`src/rtl/cplx_pkg.sv`:
```
// Shared types and helpers for the complex-integer ALU: component width, op codes,
// multiply FSM states and {re,im} field accessors.
package cplx_pkg;

  localparam int W = 32;

  localparam logic [2:0] OP_ADD    = 3'b000;
  localparam logic [2:0] OP_SUB    = 3'b001;
  localparam logic [2:0] OP_MUL    = 3'b010;
  localparam logic [2:0] OP_CONJ   = 3'b011;
  localparam logic [2:0] OP_MAC    = 3'b100;
  localparam logic [2:0] OP_CLRACC = 3'b101;
  localparam logic [2:0] OP_PASS   = 3'b110;

  typedef enum logic [2:0] {
    S_IDLE,
    S_P_AC,
    S_P_BD,
    S_P_AD,
    S_P_BC,
    S_FIN
  } state_t;

  function automatic logic [W-1:0] re_of(input logic [2*W-1:0] v);
    return v[2*W-1:W];
  endfunction

  function automatic logic [W-1:0] im_of(input logic [2*W-1:0] v);
    return v[W-1:0];
  endfunction

  function automatic logic [2*W-1:0] pack(input logic [W-1:0] re, input logic [W-1:0] im);
    return {re, im};
  endfunction

endpackage

```
`src/rtl/cplx_alu_if.sv`:
```
// Request/result bundle between the register bank side and the complex ALU.
interface cplx_alu_if #(parameter int W = cplx_pkg::W);
  logic           start;
  logic [2:0]     op;
  logic [2*W-1:0] opA;
  logic [2*W-1:0] opB;
  logic [2*W-1:0] result;
  logic           done;
  logic           busy;
  logic           ovf;

  modport master (output start, op, opA, opB, input result, done, busy, ovf);
  modport slave  (input start, op, opA, opB, output result, done, busy, ovf);
endinterface

```
`src/rtl/cplx_addsub.sv`:
```
// Combinational W-bit signed add/subtract with two's-complement overflow flag.
module cplx_addsub
  import cplx_pkg::*;
(
  input  logic [W-1:0] i_a,
  input  logic [W-1:0] i_b,
  input  logic         i_sub,
  output logic [W-1:0] o_sum,
  output logic         o_ovf
);

  logic [W-1:0] w_b;

  // a - b computed as a + ~b + 1, so overflow reduces to the add rule on ~b
  assign w_b   = i_sub ? ~i_b : i_b;
  assign o_sum = i_a + w_b + {{(W-1){1'b0}}, i_sub};
  assign o_ovf = (i_a[W-1] == w_b[W-1]) && (o_sum[W-1] != i_a[W-1]);

endmodule

```
`src/rtl/cplx_alu.sv`:
```
// Complex-integer execution unit: single-cycle ADD/SUB/CONJ/CLRACC/PASS, and
// MUL/MAC sequenced over one shared signed WxW multiplier (done after 5 cycles).
module cplx_alu
  import cplx_pkg::*;
(
  input  logic        clock,
  input  logic        reset,
  cplx_alu_if.slave   bus
);

  state_t r_state, w_next;

  logic [W-1:0]          r_a, r_b, r_c, r_d;
  logic                  r_is_mac;
  logic signed [2*W+1:0] r_pr, r_pi;
  logic [2*W-1:0]        r_acc;
  logic [2*W-1:0]        r_result;
  logic                  r_done;
  logic                  r_ovf;

  logic signed [W-1:0]   w_mx, w_my;
  logic signed [2*W-1:0] w_prod;
  logic signed [2*W+1:0] w_prod_ext;
  logic                  w_pr_ovf, w_pi_ovf;

  logic [W-1:0] w_re_a, w_re_b, w_im_a, w_im_b, w_re_sum, w_im_sum;
  logic         w_re_sub, w_im_sub, w_re_ovf, w_im_ovf;

  always_ff @(posedge clock) begin
    if (reset) r_state <= S_IDLE;
    else       r_state <= w_next;
  end

  always_comb begin
    w_next = r_state;
    case (r_state)
      S_IDLE:  if (bus.start && (bus.op == OP_MUL || bus.op == OP_MAC)) w_next = S_P_AC;
      S_P_AC:  w_next = S_P_BD;
      S_P_BD:  w_next = S_P_AD;
      S_P_AD:  w_next = S_P_BC;
      S_P_BC:  w_next = S_FIN;
      S_FIN:   w_next = S_IDLE;
      default: w_next = S_IDLE;
    endcase
  end

  // Operand steering for the one multiplier: ac, bd, ad, bc in successive states
  always_comb begin
    w_mx = r_a;
    w_my = r_c;
    case (r_state)
      S_P_BD: begin w_mx = r_b; w_my = r_d; end
      S_P_AD: begin w_mx = r_a; w_my = r_d; end
      S_P_BC: begin w_mx = r_b; w_my = r_c; end
      default: ;
    endcase
  end

  assign w_prod     = {{W{w_mx[W-1]}}, w_mx} * {{W{w_my[W-1]}}, w_my};
  assign w_prod_ext = {{2{w_prod[2*W-1]}}, w_prod};

  // Representable in W signed bits iff all bits from W-1 upward agree
  assign w_pr_ovf = !((&r_pr[2*W+1:W-1]) || !(|r_pr[2*W+1:W-1]));
  assign w_pi_ovf = !((&r_pi[2*W+1:W-1]) || !(|r_pi[2*W+1:W-1]));

  always_comb begin
    w_re_a   = re_of(bus.opA);
    w_re_b   = re_of(bus.opB);
    w_im_a   = im_of(bus.opA);
    w_im_b   = im_of(bus.opB);
    w_re_sub = 1'b0;
    w_im_sub = 1'b0;
    if (r_state == S_FIN) begin
      w_re_a = re_of(r_acc);
      w_re_b = r_pr[W-1:0];
      w_im_a = im_of(r_acc);
      w_im_b = r_pi[W-1:0];
    end else if (bus.op == OP_SUB) begin
      w_re_sub = 1'b1;
      w_im_sub = 1'b1;
    end else if (bus.op == OP_CONJ) begin
      // re passes through a+0; im is 0-b, which overflows only for the most negative b
      w_re_b   = '0;
      w_im_a   = '0;
      w_im_b   = im_of(bus.opA);
      w_im_sub = 1'b1;
    end
  end

  cplx_addsub u_add_re (
    .i_a(w_re_a), .i_b(w_re_b), .i_sub(w_re_sub), .o_sum(w_re_sum), .o_ovf(w_re_ovf)
  );

  cplx_addsub u_add_im (
    .i_a(w_im_a), .i_b(w_im_b), .i_sub(w_im_sub), .o_sum(w_im_sum), .o_ovf(w_im_ovf)
  );

  always_ff @(posedge clock) begin
    if (reset) begin
      r_a      <= '0;
      r_b      <= '0;
      r_c      <= '0;
      r_d      <= '0;
      r_is_mac <= 1'b0;
      r_pr     <= '0;
      r_pi     <= '0;
      r_acc    <= '0;
      r_result <= '0;
      r_done   <= 1'b0;
      r_ovf    <= 1'b0;
    end else begin
      r_done <= 1'b0;
      case (r_state)
        S_IDLE: begin
          if (bus.start) begin
            case (bus.op)
              OP_ADD, OP_SUB, OP_CONJ: begin
                r_result <= pack(w_re_sum, w_im_sum);
                r_ovf    <= w_re_ovf | w_im_ovf;
                r_done   <= 1'b1;
              end
              OP_MUL, OP_MAC: begin
                r_a      <= re_of(bus.opA);
                r_b      <= im_of(bus.opA);
                r_c      <= re_of(bus.opB);
                r_d      <= im_of(bus.opB);
                r_is_mac <= (bus.op == OP_MAC);
              end
              OP_CLRACC: begin
                r_acc    <= '0;
                r_result <= '0;
                r_ovf    <= 1'b0;
                r_done   <= 1'b1;
              end
              default: begin
                r_result <= bus.opA;
                r_ovf    <= 1'b0;
                r_done   <= 1'b1;
              end
            endcase
          end
        end
        S_P_AC: r_pr <= w_prod_ext;
        S_P_BD: r_pr <= r_pr - w_prod_ext;
        S_P_AD: r_pi <= w_prod_ext;
        S_P_BC: r_pi <= r_pi + w_prod_ext;
        S_FIN: begin
          r_done <= 1'b1;
          if (r_is_mac) begin
            r_acc    <= pack(w_re_sum, w_im_sum);
            r_result <= pack(w_re_sum, w_im_sum);
            r_ovf    <= w_pr_ovf | w_pi_ovf | w_re_ovf | w_im_ovf;
          end else begin
            r_result <= pack(r_pr[W-1:0], r_pi[W-1:0]);
            r_ovf    <= w_pr_ovf | w_pi_ovf;
          end
        end
        default: ;
      endcase
    end
  end

  assign bus.result = r_result;
  assign bus.done   = r_done;
  assign bus.ovf    = r_ovf;
  assign bus.busy   = (r_state != S_IDLE);

endmodule

```
`src/flat_wrapper.sv`:
```
// flat-port wrapper written by rule: the top's interface ports become plain ports
module cplx_alu_flat import cplx_pkg::*;
  (clock, reset, bus_start, bus_op, bus_opA, bus_opB, bus_result, bus_done, bus_busy, bus_ovf);
  cplx_alu_if bus_i ();
  input  logic clock;
  input  logic reset;
  input wire logic [$bits(bus_i.start)-1:0] bus_start;
  input wire logic [$bits(bus_i.op)-1:0] bus_op;
  input wire logic [$bits(bus_i.opA)-1:0] bus_opA;
  input wire logic [$bits(bus_i.opB)-1:0] bus_opB;
  output wire logic [$bits(bus_i.result)-1:0] bus_result;
  output wire logic [$bits(bus_i.done)-1:0] bus_done;
  output wire logic [$bits(bus_i.busy)-1:0] bus_busy;
  output wire logic [$bits(bus_i.ovf)-1:0] bus_ovf;
  assign bus_i.start = bus_start;
  assign bus_i.op = bus_op;
  assign bus_i.opA = bus_opA;
  assign bus_i.opB = bus_opB;
  assign bus_result = bus_i.result;
  assign bus_done = bus_i.done;
  assign bus_busy = bus_i.busy;
  assign bus_ovf = bus_i.ovf;
  cplx_alu u_core (.clock(clock), .reset(reset), .bus(bus_i));
endmodule
```
`config.mk`:
```
export PLATFORM = sky130hd
export DESIGN_NAME = cplx_alu_flat
export DESIGN_NICKNAME = d
export VERILOG_FILES = /design/src/rtl/cplx_pkg.sv /design/src/rtl/cplx_alu_if.sv /design/src/rtl/cplx_addsub.sv /design/src/rtl/cplx_alu.sv /design/src/flat_wrapper.sv
export SDC_FILE = /design/constraint.sdc
export NUM_CORES = 2
export LEC_CHECK = 0
export BUFFER_PORTS_ARGS = -buffer_cell sky130_fd_sc_hd__buf_2
export CAP_MARGIN = 20
export CORE_ASPECT_RATIO = 0.5
export CORE_MARGIN = 1
export CORE_UTILIZATION = 55
export CTS_BUF_LIST = sky130_fd_sc_hd__clkbuf_8 sky130_fd_sc_hd__clkbuf_16
export DETAILED_ROUTE_END_ITERATION = 8
export MAX_ROUTING_LAYER = met4
export PLACE_DENSITY = 0.77
export SLEW_MARGIN = 20
export SYNTH_ARGS = -nofsm -noshare
export SYNTH_HDL_FRONTEND = slang
export SYNTH_SLANG_ARGS = --single-unit
```
`constraint.sdc`:
```
create_clock -name clock -period 27.9 [get_ports clock]
set_input_delay 4.185 -clock clock [delete_from_list [all_inputs] [get_ports clock]]
set_output_delay 4.185 -clock clock [all_outputs]
set_load 0.01 [all_outputs]
```
# After elaboration in Yosys (flattened, before gate mapping)

Cells that the tools add are included.

Multiplexer cells: 38
Bitwise gates (word level): 6
Equality and inequality tests: 19
Add/sub/neg operators: 6
$mul: 1
Reduce and logical (&&, ||, !) cells: 27

Operator list:

| kind                 | count |
|---|---|
| $mux W32             | 14 |
| $mux W64             | 5 |
| $pmux W66 S2         | 2 |
| $pmux W64 S2         | 2 |
| $pmux W64 S3         | 1 |
| $reduce_and A35 Y1   | 2 |
| $reduce_or A35 Y1    | 2 |
| $add A66 B64 Y66     | 1 |
| $sub A66 B64 Y66     | 1 |
| $add A32 B1 Y32      | 2 |
| $add A32 B32 Y32     | 2 |
| $mul A32 B32 Y64     | 1 |
| $not A32 Y32         | 2 |
| $pmux W3 S5          | 1 |
| $eq A3 B2 Y1 const B | 4 |
| $eq A3 B3 Y1 const B | 4 |
| $mux W1              | 9 |
| $eq A3 B1 Y1 const B | 2 |
| $logic_not A3 Y1     | 2 |
| $ne A2 B2 Y1 const B | 3 |
| $pmux W1 S2          | 3 |
| $reduce_and A3 Y1    | 2 |
| $reduce_bool A2 Y1   | 3 |
| $reduce_or A2 Y1     | 3 |
| other kinds (11)     | 24 |

Output and inout bits: 67
Flip-flop bits (word level): 394
Word-level logic and storage cells: 109

# Logic depth before layout (Yosys ltp)

Depth after elaboration: 14
Depth in mapped cells: 52
Depth with buffers taken out: 48

# Modules after synthesis

Synthesis repeated with hierarchy kept, for this count alone.

Cell total of the unflattened synthesis: 7831
Area total of the unflattened synthesis: 64378.0 um2

Modules (own cells, without submodules):

| module      | sequential area each (um2) | times used | area each (um2) | cells an instance |
|---|---|---|---|---|
| cplx_alu    | 7887.6                     | 1          | 60281.6         | 7259 |
| cplx_addsub | 0.0                        | 2          | 2048.2          | 286 |

# Worst setup path after synthesis

OpenSTA, ideal clock, no wires.

Path type: register -> register
Start: register u_core.r_state[1]
End: register u_core.r_pr[63]
Slack: 15.732 ns
Buffers on the path: 4
Data arrival time: 12.035 ns
Data required time: 27.767 ns
Library setup time: 0.133 ns
Clock period less this slack: 12.168 ns
Cell stages (with the launch flop): 40
Path through: dfxtp_1 -> clkbuf_1 -> nor2b_1 -> nand2b_1 -> clkbuf_1 -> nand2_1 -> clkbuf_1 -> mux2_2 -> clkbuf_1 -> nand2_1 -> inv_1 -> fa_1 -> fa_1 -> fa_1 -> inv_1 -> fa_1 -> inv_1 -> fa_1 -> [4 not listed] -> fa_1 -> ha_1 -> a21oi_1 -> o21ai_0 -> a311oi_1 -> mux2_2 -> a211oi_1 -> o211ai_1 -> maj3_1 -> maj3_1 -> maj3_1 -> maj3_1 -> nand2_1 -> nand3_2 -> maj3_1 -> a211oi_1 -> or3_1 -> a31oi_1

Cells in the longest elaborated chain, start to end: 6
Elaborated cells on any way between the ends: 12

Ends and longest elaborated chain:

| item                                 | RTL line                        | source |
|---|---|---|
| start, declared                      | cplx_alu.sv:11                  | `state_t r_state, w_next;` |
| start signal, assigned               | cplx_alu.sv:31                  | `else r_state <= w_next;` |
| $eq A3 B2 Y1 (tied with other cells) | cplx_alu.sv:51, cplx_alu.sv:113 |  |
| $reduce_or A2 Y1 (no line)           | --                              |  |
| $mux W32                             | cplx_alu.sv:51                  | `case (r_state)` |
| $mul A32 B32 Y64                     | cplx_alu.sv:59                  | `assign w_prod = {{W{w_mx[W-1]}}, w_mx} * {{W{w_my[W-1]}}, w_my};` |
| $sub A66 B64 Y66                     | cplx_alu.sv:144                 | `S_P_BD: r_pr <= r_pr - w_prod_ext;` |
| $pmux W66 S2                         | cplx_alu.sv:113                 | `case (r_state)` |
| end signal, assigned                 | cplx_alu.sv:143                 | `S_P_AC: r_pr <= w_prod_ext;` |
| end signal, assigned                 | cplx_alu.sv:144                 |  |
| end, declared                        | cplx_alu.sv:15                  | `logic signed [2*W+1:0] r_pr, r_pi;` |

Parallel ways exist; a longest one is shown, timed or not.
A chain may end at the register's enable or synchronous reset.

# Worst setup path in the final report

Start: register u_core.r_state[1]
End: register u_core.r_pr[59]

The elaborated chain is that of the path after synthesis.

==> results.md <==
- Detailed Place HPWL: 190000 um
- Utilization after layout: 59.4%
- WL/cell: 25.6 um
- Initial antenna violation count: 30
- Setup slack after placement: 13.18 ns
- Rel. slew slack: 18.5%
- Worst setup EP type: flop
- Final WS setup: 12.57 ns
- Crit path kind: flop to flop
- CTS Hold Bufs: 0
- Total track usage: 42.2%
- I/O pins: 201
- Die outline area: 119000 um2
- Min-Delay Path Class: flop to flop
- Period minus WS final: 15.33 ns
- Row cnt: 88
- Clk_skew: 0.0424 ns
- Cells after Synth: 7865
- DR pass1 iterations: 6
- Vias in the first global route: 56.8k
- First-pass GRT wire length: 361000 um
- Final Net Count: 9382
- CP Launch Type: flop
- Die Y: 244 um
- Switching Power: 1.13 mW
- CP Data Required Time: 28.39 ns
- Core area: 116000 um2
- Outcome: finished, final reports clean
- Most frequent CP cell: fa_1
- Post-route ant nets: 0
- Register area share after synthesis: 12.2%
- Critical Path AT: 15.82 ns
- Area leader, netlist: fa_1
- Crit path max fanout: 34
- DP Area: 66900 um2
- Commonest cells after routing, fill and taps aside: nand2_1 (1149), fa_1 (1087), inv_1 (1059), nor2_1 (991), a21oi_1 (502)
- Setup violators final: 0
- Final GP Congestion: 1.09
- Leak: 31.3 nW
- Pins Over Slew Limit: 0
- Clock network latency to the later pin of the worst-skew pair: 0.62 ns
- Power, Total: 2.60 mW
- Endpoints failing hold: 0
- Clock power share: 26.1%
- Syn Nets: 9446
- Top_reg_cell synth: dfxtp_1
- Share of cells above drive strength 1: 7.59%
- CTS H-Tree Depth: 2
- Largest net degree at the start of global routing: 196
- Synth warn: 0
- P&R area growth vs syn: 6.66%
- Hold Slack: 0.458 ns
- Netlist cell types: 94
- Setup TNS: 0 ns
- Grt met1 use: 56.4%
- Die Wd: 486 um
- 1st-iter DRT viols: 8135
- Slowest-stage cell, CP: fa_1
- Fin crit share: 54.9%
- Slowest cell delay on critical path: 0.83 ns
- Cell Int Power: 1.46 mW
- PortBufs: 200
- Combinational group share of total power: 48.5%
- Area share of the leading cell type in the synthesized netlist: 33.8%
- Clock buffer depth: 3
- Met2 Usage GRT: 55.3%
- Most common cell after layout, fill and taps aside: nand2_1
- Synthesized area: 64400 um2
- Slew @ Worst Pin: 1.22 ns
- Sw Ratio: 43.6%
- MaxCap Viol Count: 0
- CTS tree: built
- Finished Layout Cells: 9445
- CTS-repair resized insts: 0
- Number of enable flip-flop cells after synthesis: 0
- Grt met3 use: 17.6%
- Total gr overflow: 0
- RSZ-0062 raised after global routing: false
- Asr flop ratio synth: 0%
- Clock transition at path regs: 0.07 ns
- GRT Max-Usage Layer: met1
- Mapped Avg Cell Area: 8.19 um2
- Setup bufs post-CTS: 0
- Pwr per Cell Area: 37.8 nW/um2
- Fmax: 65.2 MHz
- Vias: 59.0k
- Reg power frac: 25.3%
- FF+latch count, synth: 394
- Max IR drop VDD: 0.0470 mV
- CTS buffer count: 46
- CTS sink cnt: 394
- WL final: 242000 um
- DRC Markers: 0
- DP Cell Count: 9327
- Vias/cell: 6.25
- Clock Root Buffer: clkbuf_16
- Filler instances: 10.4k
- Design Area, Final: 68700 um2
- Initial Util: 55.7%
- Ranking of synthesized cells by area: fa_1 (34%), dfxtp_1 (12%), ha_1 (7.0%)
==> cell usage after synthesis, types with 64 or more instances <==
library cell  number
a211oi_1         159
a21o_1            83
a21oi_1          502
a22oi_1           64
clkbuf_1         398
dfxtp_1          394
fa_1            1087
ha_1             360
inv_1           1054
mux2_2            71
mux2i_1           73
nand2_1         1154
nor2_1           997
nor3_1            96
o21ai_0          232
xnor2_1          144
xor2_1            78
==> final cells by class <==
cell class                 instances  area [um2]  share of cell area (%)
inverter                        1055        3960                    5.77
tap                             1575        1970                    2.87
sequential                       394        7890                    11.5
clock inverter                    24         308                   0.448
clock buffer                      60        1370                    1.99
timing repair buffer             323        1940                    2.83
antenna                           33        82.6                   0.120
multi-input combinational       5981       51200                    74.5
==> registers in the layout, indices dropped and copies added (netlist names) <==
signal             cells
u_core.r_d            32
u_core.r_state         3
u_core.r_b            32
u_core.r_pi           66
u_core.r_c            32
u_core.bus.result     64
u_core.r_acc          64
u_core.r_a            32
u_core.bus.ovf         1
u_core.bus.done        1
u_core.r_is_mac        1
u_core.r_pr           66
==> kinds of logic (layout without fill, tap and decap cells) <==
kind of cell               Yosys count  count (layout)  share of synthesized area, %
and+or+nand+nor                   2621            2621                          16.9
xor gates and xnor gates           223             223                          3.04
muxes                              147             147                          2.43
DFF                                394             394                          12.2
adders and majority gates         1460            1460                          41.0
buffers and inverters             1490            1462                          8.70
other                                0              33                             0
AOI/OAI and AO/OA                 1530            1530                          15.6
==> critical path, delay by kind of cell (launching register included) <==
kind | cells | cell delay [ns]
xor+xnor | 2 | 0.74
simple gates | 12 | 3.21
buf+inv | 5 | 1.41
compound gates | 11 | 2.95
fa+ha+maj | 11 | 5.65
mux | 1 | 0.72
flops | 1 | 0.45
==> power groups by stage <==
stage | registers (mW) | clock network, mW | logic, mW
floorplan | 0.644 | 0 | 0.855
global placement | 0.665 | 0 | 1.20
detailed placement | 0.666 | 0 | 1.20
CTS | 0.654 | 0.677 | 1.21
global route | 0.660 | 0.701 | 1.36
finish | 0.658 | 0.678 | 1.26
==> routing by layer <==
| layer | vias up | part of all wire (%) | wire length, um |
|---|---|---|---|
| met1 | 29000 | 39 | 94000 |
| met4 | 0 | 5.1 | 12200 |
| met3 | 612 | 17 | 41000 |
| met5 | - | 0 | 0 |
| met2 | 3874 | 39 | 94700 |
| li1 | 25500 | - | - |
==> path summary, 6_finish.rpt <==
check | start | endpoint | slack [ns] | cells past startpoint
max | u_core.r_state[1]$_SDFFE_PP0P_ | u_core.r_pr[59]$_SDFFE_PP0P_ | 12.57 | 42
min | u_core.r_d[31]$_SDFFE_PP0P_ | u_core.r_d[31]$_SDFFE_PP0P_ | 0.46 | 2
max reg2reg | u_core.r_state[1]$_SDFFE_PP0P_ | u_core.r_pr[59]$_SDFFE_PP0P_ | 12.57 | 42
min reg2reg | u_core.r_d[31]$_SDFFE_PP0P_ | u_core.r_d[31]$_SDFFE_PP0P_ | 0.46 | 2
Note: power is estimated with default switching activity, not from simulation.
